$ cat config.mk
export PLATFORM = sky130hd
export DESIGN_NAME = des_perm_pipe_flat
export DESIGN_NICKNAME = d
export VERILOG_FILES = /design/src/rtl/des_perm_pipe_if.sv /design/src/rtl/des_perm_pipe.sv /design/src/flat_wrapper.sv
export SDC_FILE = /design/constraint.sdc
export NUM_CORES = 1
export LEC_CHECK = 0
export ABC_AREA = 1
export CORE_UTILIZATION = 25
export DETAILED_ROUTE_END_ITERATION = 7
export GPL_TIMING_DRIVEN = 0
export HOLD_SLACK_MARGIN = 0.02
export SLEW_MARGIN = 10
export SYNTH_ARGS = -nofsm -noshare
export SYNTH_HDL_FRONTEND = slang
export SYNTH_SLANG_ARGS = --single-unit
$ cat constraint.sdc
create_clock -name CLK -period 7.3 [get_ports CLK]
set_input_delay 1.46 -clock CLK [delete_from_list [all_inputs] [get_ports CLK]]
set_output_delay 1.46 -clock CLK [all_outputs]
set_load 0.01 [all_outputs]
$ cat src/rtl/des_perm_pipe_if.sv
// Bus bundle for des_perm_pipe: input beat handshake, output beat handshake, status.
// Latency: none. This file only groups wires.
// Backpressure: in_ready/out_ready follow valid-ready rules. A beat moves when valid && ready.
// Ports (slave = engine side):
//    in_valid/in_ready   input beat handshake
//    in_mode             0 = FP, 1 = IP
//    in_tag              opaque tag that travels with the beat
//    din                 lane k at bits [64k+63:64k]
//    in_swap             swap 32-bit halves before the permutation (DES_PERM_SWAP_EN builds only)
//    out_valid/out_ready output beat handshake
//    out_tag, dout       tag and permuted lanes of the output beat
//    busy                any stage occupied
interface des_perm_pipe_if #(
   parameter int LANES     = 1,
   parameter int TAG_WIDTH = 8
);
   logic                   in_valid;
   logic                   in_ready;
   logic                   in_mode;
   logic [TAG_WIDTH-1:0]   in_tag;
   logic [64*LANES-1:0]    din;
`ifdef DES_PERM_SWAP_EN
   logic                   in_swap;
`endif
   logic                   out_valid;
   logic                   out_ready;
   logic [TAG_WIDTH-1:0]   out_tag;
   logic [64*LANES-1:0]    dout;
   logic                   busy;

   modport slave (
`ifdef DES_PERM_SWAP_EN
      input  in_swap,
`endif
      input  in_valid, in_mode, in_tag, din, out_ready,
      output in_ready, out_valid, out_tag, dout, busy
   );

   modport master (
`ifdef DES_PERM_SWAP_EN
      output in_swap,
`endif
      output in_valid, in_mode, in_tag, din, out_ready,
      input  in_ready, out_valid, out_tag, dout, busy
   );
endinterface

$ cat src/rtl/des_perm_pipe.sv
// Multi-lane DES FP/IP bit-permutation pipeline. The tag travels with each beat.
// Latency: STAGES cycles from accept to out_valid. Throughput is 1 beat per cycle.
// Backpressure: a stage advances when it is empty or the stage after it advances.
//    in_ready is low only when every stage is full and the output is stalled.
// Ports: CLK and reset (synchronous, active-high) are plain ports.
//    All beat traffic uses the slave modport of des_perm_pipe_if.
// Optional macro DES_PERM_SWAP_EN adds bus.in_swap. It exchanges the 32-bit halves of
//    each lane before the permutation (the DES final L/R swap).
module des_perm_pipe #(
   parameter int LANES     = 1,
   parameter int STAGES    = 2,
   parameter int TAG_WIDTH = 8
) (
   input  logic             CLK,
   input  logic             reset,
   des_perm_pipe_if.slave   bus
);

   localparam int DW = 64 * LANES;

   if (STAGES < 1 || STAGES > 4) begin : g_bad_stages
      $error("des_perm_pipe: STAGES must be in 1..4");
   end
   if (TAG_WIDTH < 1 || TAG_WIDTH > 32) begin : g_bad_tag
      $error("des_perm_pipe: TAG_WIDTH must be in 1..32");
   end
   if (LANES < 1) begin : g_bad_lanes
      $error("des_perm_pipe: LANES must be at least 1");
   end

   // FP source column base. Output bit j reads input bit s_base(c) + r.
   //    r = (63-j) / 8 and c = (63-j) % 8.
   //    63-j is simply ~j on 6 bits.
   function automatic logic [5:0] s_base(input logic [2:0] c);
      case (c)
         3'd0: s_base = 6'd24;
         3'd1: s_base = 6'd56;
         3'd2: s_base = 6'd16;
         3'd3: s_base = 6'd48;
         3'd4: s_base = 6'd8;
         3'd5: s_base = 6'd40;
         3'd6: s_base = 6'd0;
         default: s_base = 6'd32;
      endcase
   endfunction

   function automatic logic [5:0] fp_src(input logic [5:0] j);
      logic [5:0] inv;
      inv    = ~j;
      fp_src = s_base(inv[2:0]) + {3'b000, inv[5:3]};
   endfunction

   function automatic logic [63:0] fp64(input logic [63:0] x);
      logic [63:0] y;
      y = '0;
      for (int i = 0; i < 64; i++) y[6'(i)] = x[fp_src(6'(i))];
      return y;
   endfunction

   // IP scatters each bit back to where FP gathered it from, so IP(FP(x)) == x.
   function automatic logic [63:0] ip64(input logic [63:0] x);
      logic [63:0] y;
      y = '0;
      for (int i = 0; i < 64; i++) y[fp_src(6'(i))] = x[6'(i)];
      return y;
   endfunction

   // Mode is consumed at stage 0, so later stages hold only valid, tag and data.
   logic [STAGES-1:0]     sv;
   logic [DW-1:0]         sdat [STAGES];
   logic [TAG_WIDTH-1:0]  stag [STAGES];
   logic [STAGES-1:0]     adv;
   logic [DW-1:0]         perm_out;

   always_comb begin : p_perm
      logic [63:0] lane;
      lane     = '0;
      perm_out = '0;
      for (int k = 0; k < LANES; k++) begin
         lane = bus.din[64*k +: 64];
`ifdef DES_PERM_SWAP_EN
         if (bus.in_swap) lane = {lane[31:0], lane[63:32]};
`endif
         perm_out[64*k +: 64] = bus.in_mode ? ip64(lane) : fp64(lane);
      end
   end

   // Stage i can move if any stage from i to the end has a hole, or the output drains.
   //    This is the flattened form of "empty or next stage advances".
   //    It avoids a self-referencing vector.
   always_comb begin
      adv = '0;
      for (int i = 0; i < STAGES; i++) begin
         adv[i] = bus.out_ready;
         for (int k = i; k < STAGES; k++) begin
            if (!sv[k]) adv[i] = 1'b1;
         end
      end
   end

   always_ff @(posedge CLK) begin
      if (reset) begin
         sv <= '0;
         for (int i = 0; i < STAGES; i++) begin
            sdat[i] <= '0;
            stag[i] <= '0;
         end
      end else begin
         if (adv[0]) begin
            sv[0] <= bus.in_valid;
            if (bus.in_valid) begin
               sdat[0] <= perm_out;
               stag[0] <= bus.in_tag;
            end
         end
         // Payload moves only with a valid beat, so a stalled or drained output keeps its last data.
         for (int i = 1; i < STAGES; i++) begin
            if (adv[i]) begin
               sv[i] <= sv[i-1];
               if (sv[i-1]) begin
                  sdat[i] <= sdat[i-1];
                  stag[i] <= stag[i-1];
               end
            end
         end
      end
   end

   assign bus.in_ready  = !sv[0] || adv[0];
   assign bus.out_valid = sv[STAGES-1];
   assign bus.dout      = sdat[STAGES-1];
   assign bus.out_tag   = stag[STAGES-1];
   assign bus.busy      = |sv;

endmodule

$ cat src/flat_wrapper.sv
// flat-port wrapper written by rule: the top's interface ports become plain ports
module des_perm_pipe_flat 
#(
   parameter int LANES     = 1,
   parameter int STAGES    = 2,
   parameter int TAG_WIDTH = 8
)
  (CLK, reset, bus_in_valid, bus_in_mode, bus_in_tag, bus_din, bus_out_ready, bus_in_ready, bus_out_valid, bus_out_tag, bus_dout, bus_busy);
  des_perm_pipe_if #(.LANES(LANES), .TAG_WIDTH(TAG_WIDTH)) bus_i ();
  input  logic CLK;
  input  logic reset;
  input wire logic [$bits(bus_i.in_valid)-1:0] bus_in_valid;
  input wire logic [$bits(bus_i.in_mode)-1:0] bus_in_mode;
  input wire logic [$bits(bus_i.in_tag)-1:0] bus_in_tag;
  input wire logic [$bits(bus_i.din)-1:0] bus_din;
  input wire logic [$bits(bus_i.out_ready)-1:0] bus_out_ready;
  output wire logic [$bits(bus_i.in_ready)-1:0] bus_in_ready;
  output wire logic [$bits(bus_i.out_valid)-1:0] bus_out_valid;
  output wire logic [$bits(bus_i.out_tag)-1:0] bus_out_tag;
  output wire logic [$bits(bus_i.dout)-1:0] bus_dout;
  output wire logic [$bits(bus_i.busy)-1:0] bus_busy;
  assign bus_i.in_valid = bus_in_valid;
  assign bus_i.in_mode = bus_in_mode;
  assign bus_i.in_tag = bus_in_tag;
  assign bus_i.din = bus_din;
  assign bus_i.out_ready = bus_out_ready;
  assign bus_in_ready = bus_i.in_ready;
  assign bus_out_valid = bus_i.out_valid;
  assign bus_out_tag = bus_i.out_tag;
  assign bus_dout = bus_i.dout;
  assign bus_busy = bus_i.busy;
  des_perm_pipe #(.LANES(LANES), .STAGES(STAGES), .TAG_WIDTH(TAG_WIDTH)) u_core (.CLK(CLK), .reset(reset), .bus(bus_i));
endmodule
==> summary.md, run 1 <==
| Metric | Value |
|---|---|
| Status | `completed` |
| Synth Register Bits | `114` |
| RSZ-0062 raised after global routing | `no` |
| Vias in the first global route | `2,996` |
| Final Slew Violations | `0` |
| Clk Latency, worst-skew pair | `0.41 ns` |
| Worst Setup End Kind | `primary output` |
| Dpl hpwl | `7062 µm` |
| Hold path start | `u_core.sdat[0][20]` |
| Routed wl met2 | `5110 µm` |
| Slowest Stage Delay on Critical Path | `0.54 ns` |
| TNS Setup | `0 ns` |
| Slew headroom | `0.4514` |
| Hold Path Depth | `2` |
| Clk_skew | `0.004677 ns` |
| Drt total wl | `10,630 µm` |
| DRT antenna net count | `0` |
| Cells after Synth | `443` |
| Worst Reg-to-Reg Cells | `3` |
| CTS tree | `yes` |
| Top cell by count, worst path | `clkdlybuf4s50_1` |
| Area growth syn-to-layout | `41.41%` |
| Yosys cell types | `16` |
| Least-Margin Pin Slew | `0.8229 ns` |
| # hold bufs at CTS | `0` |
| Clk sinks | `114` |
| Grt total ovfl | `0` |
| First-pass GRT wire length | `15,950 µm` |
| Maximum clock frequency | `247.8 MHz` |
| Die ar. | `20,890 µm²` |
| Final Hold Viols | `0` |
| ANT cells | `0` |
| FP Rows | `51` |
| Capturing point of the worst reg2reg path | `u_core.sdat[0][88]` |
| Drt initial violations | `122` |
| Dpl cells | `842` |
| Placer Congestion | `0.6839` |
| DRT met1 WL | `4707 µm` |
| Post-Syn Area per Cell | `11.46 µm²` |
| Period utilisation layout | `0.5529` |
| Number of fill cells | `1,905` |
| Most frequent cells in the layout | `clkdlybuf4s50_1, nor2_1, edfxtp_1` |
| Type of the worst setup path | `in2out` |
| DRC Markers | `0` |
| Num ports | `152` |
| Nets | `673` |
| Worst hold slack | `0.5380 ns` |
| Initial antenna violation count | `0` |
| Syn Std Cell Area | `5079 µm²` |
| Overall Global Routing Usage | `0.1084` |
| Die height | `144.5 µm` |
| Die Width | `144.5 µm` |
| IO Port Bufs | `119` |
| Hold endpoint | `u_core.sdat[0][84]` |
| Crit path launch type | `input port` |
| Vias | `3,114` |
| Critical Path RT | `5.84 ns` |
| Share of layout cells above drive strength 1 | `0.1859` |
| Path type of the worst min-delay path | `reg2reg` |
| Max Cap Violations | `0` |
| Most common cell after layout, fill and taps aside | `clkdlybuf4s50_1` |
| Root Driver | `clkbuf_16` |
| Largest net degree at the start of global routing | `57` |
| Final setup viols | `0` |
| Reg-to-reg slack, setup | `5.73 ns` |
| Worst-path clk slew | `0.05 ns` |
| Crit path launch | `bus_out_ready` |
| Routed met3 length | `601 µm` |
| DR WL/cell | `12.18 µm` |
| Worst-path cell chain | `clkdlybuf4s50_1 -> inv_1 -> nand3_2 -> clkdlybuf4s50_1` |
| Clk buf depth | `2` |
| P_leak | `0.003103 µW` |
| Setup repair bufs after CTS | `0` |
| DR top layer | `met4` |
| Design Power | `1750 µW` |
| Post_cts resized | `0` |
| Post-route minimum period | `4.036 ns` |
| Final setup margin | `3.264 ns` |
| DR pass1 iterations | `4` |
| Worst EP arrival | `2.58 ns` |
| Total core area | `19,720 µm²` |
| Via-to-Cell Ratio | `3.567` |
| Power Dens Cells | `243.7 nW/µm²` |
| Num CTS Buffers | `17` |
| Max IR drop VDD | `0.1479 mV` |
| Pre-CTS WS | `3.265 ns` |
| Final Non-Filler Cells | `873` |
| Synthesis Warnings | `0` |
| Seq/Total Area, Yosys | `0.6701` |
| Initial Utilization | `0.2576` |
| CTS H-tree lvls | `4` |
| CP max FO | `3` |
| CP max-delay cell | `clkdlybuf4s50_1` |
| Reg-to-Reg Start | `u_core.sv[1]` |
==> synthesized netlist by cell type <==
library cell	instances	area (µm²)
nand2_1	19	71.32
buf_2	2	10.01
a21oi_1	6	30.03
clkbuf_1	1	3.750
inv_1	85	319.1
nor2_1	116	435.4
inv_2	1	3.750
edfxtp_1	112	3363
conb_1	1	3.750
dfxtp_1	2	40.04
buf_4	74	555.5
mux2i_1	11	110.1
or2_2	1	6.260
nand3_1	1	5.000
nand3_2	2	20.02
buf_6	9	101.4
==> worst max-delay path: cells and delay by family <==
family        cells  cell delay, ns
buf+inv           3            1.04
simple gates      1            0.08
==> state kept, by name, indices dropped and copies added, names as in the netlist <==
signal / flops
u_core.stag: 16
u_core.sv: 2
u_core.sdat: 96
==> final cells by class <==
| class | instances | area, µm² | area share |
|---|---|---|---|
| Timing Repair Buffer | 119 | 1191 | 0.1659 |
| Tap cell | 265 | 331.6 | 0.04617 |
| Buffer | 86 | 670.6 | 0.09338 |
| Sequential cell | 114 | 3403 | 0.4739 |
| Inverter | 86 | 322.8 | 0.04495 |
| Multi-Input combinational cell | 172 | 753.2 | 0.1049 |
| Clock buffer | 21 | 440.4 | 0.06132 |
| Clock inverter | 10 | 68.82 | 0.009582 |
==> how the worst max path moves through the flow <==
stage | to | cells after the start
detailed placement | bus_in_ready | 4
floorplan | u_core.sdat[0][0] | 4
finish | bus_in_ready | 4
global route | bus_in_ready | 4
CTS | bus_in_ready | 4
global placement | u_core.sdat[0][30] | 4
==> power by group <==
group / leakage (µW) / switching (µW) / internal [µW]
registers: 0.00121 / 12.4 / 778
logic: 0.00164 / 100 / 127
clock network: 0.000252 / 276 / 456
==> routing by layer <==
metal  up-vias  track usage
li1       1597            -
met1      1410       0.1290
met2        94       0.1769
met3        13      0.03278
met4         0      0.05485
met5         -            0
==> per-stage QoR <==
step | instance area (µm²) | utilization
after floorplan | 5135 | -
after global placement | 6658 | 0.3376
after detailed placement | 6673 | 0.3384
after CTS | 7182 | 0.3642
after global routing | 7182 | 0.3642
final | 7182 | 0.3642
==> cells by family (layout without fill, tap and decap cells) <==
| group | Yosys count | count (layout) | synth area share |
|---|---|---|---|
| AOI/OAI and AO/OA | 6 | 6 | 0.005913 |
| buffers and inverters | 172 | 322 | 0.1956 |
| DFF | 114 | 114 | 0.6701 |
| muxes | 11 | 11 | 0.02168 |
| other | 1 | 16 | 0.0007384 |
| and+or+nand+nor | 139 | 139 | 0.1059 |
(Power assumes the default switching activity.)
==> run 2: changes to the inputs <==
==> constraint.sdc (replaced) <==
create_clock -name CLK -period 4.1 [get_ports CLK]
set_input_delay 0.82 -clock CLK [delete_from_list [all_inputs] [get_ports CLK]]
set_output_delay 0.82 -clock CLK [all_outputs]
set_load 0.01 [all_outputs]
==> results of run 2 <==
The final DEF is identical to that of run 1. Status: completed.
Among the figures that moved: setup slack after placement 3.265 ns -> 1.345 ns; setup slack after layout 3.264 ns -> 1.344 ns; register-to-register setup slack 5.73 ns -> 2.53 ns; total power 1750 µW -> 3116 µW; worst IR drop on VDD 0.1479 mV -> 0.2634 mV
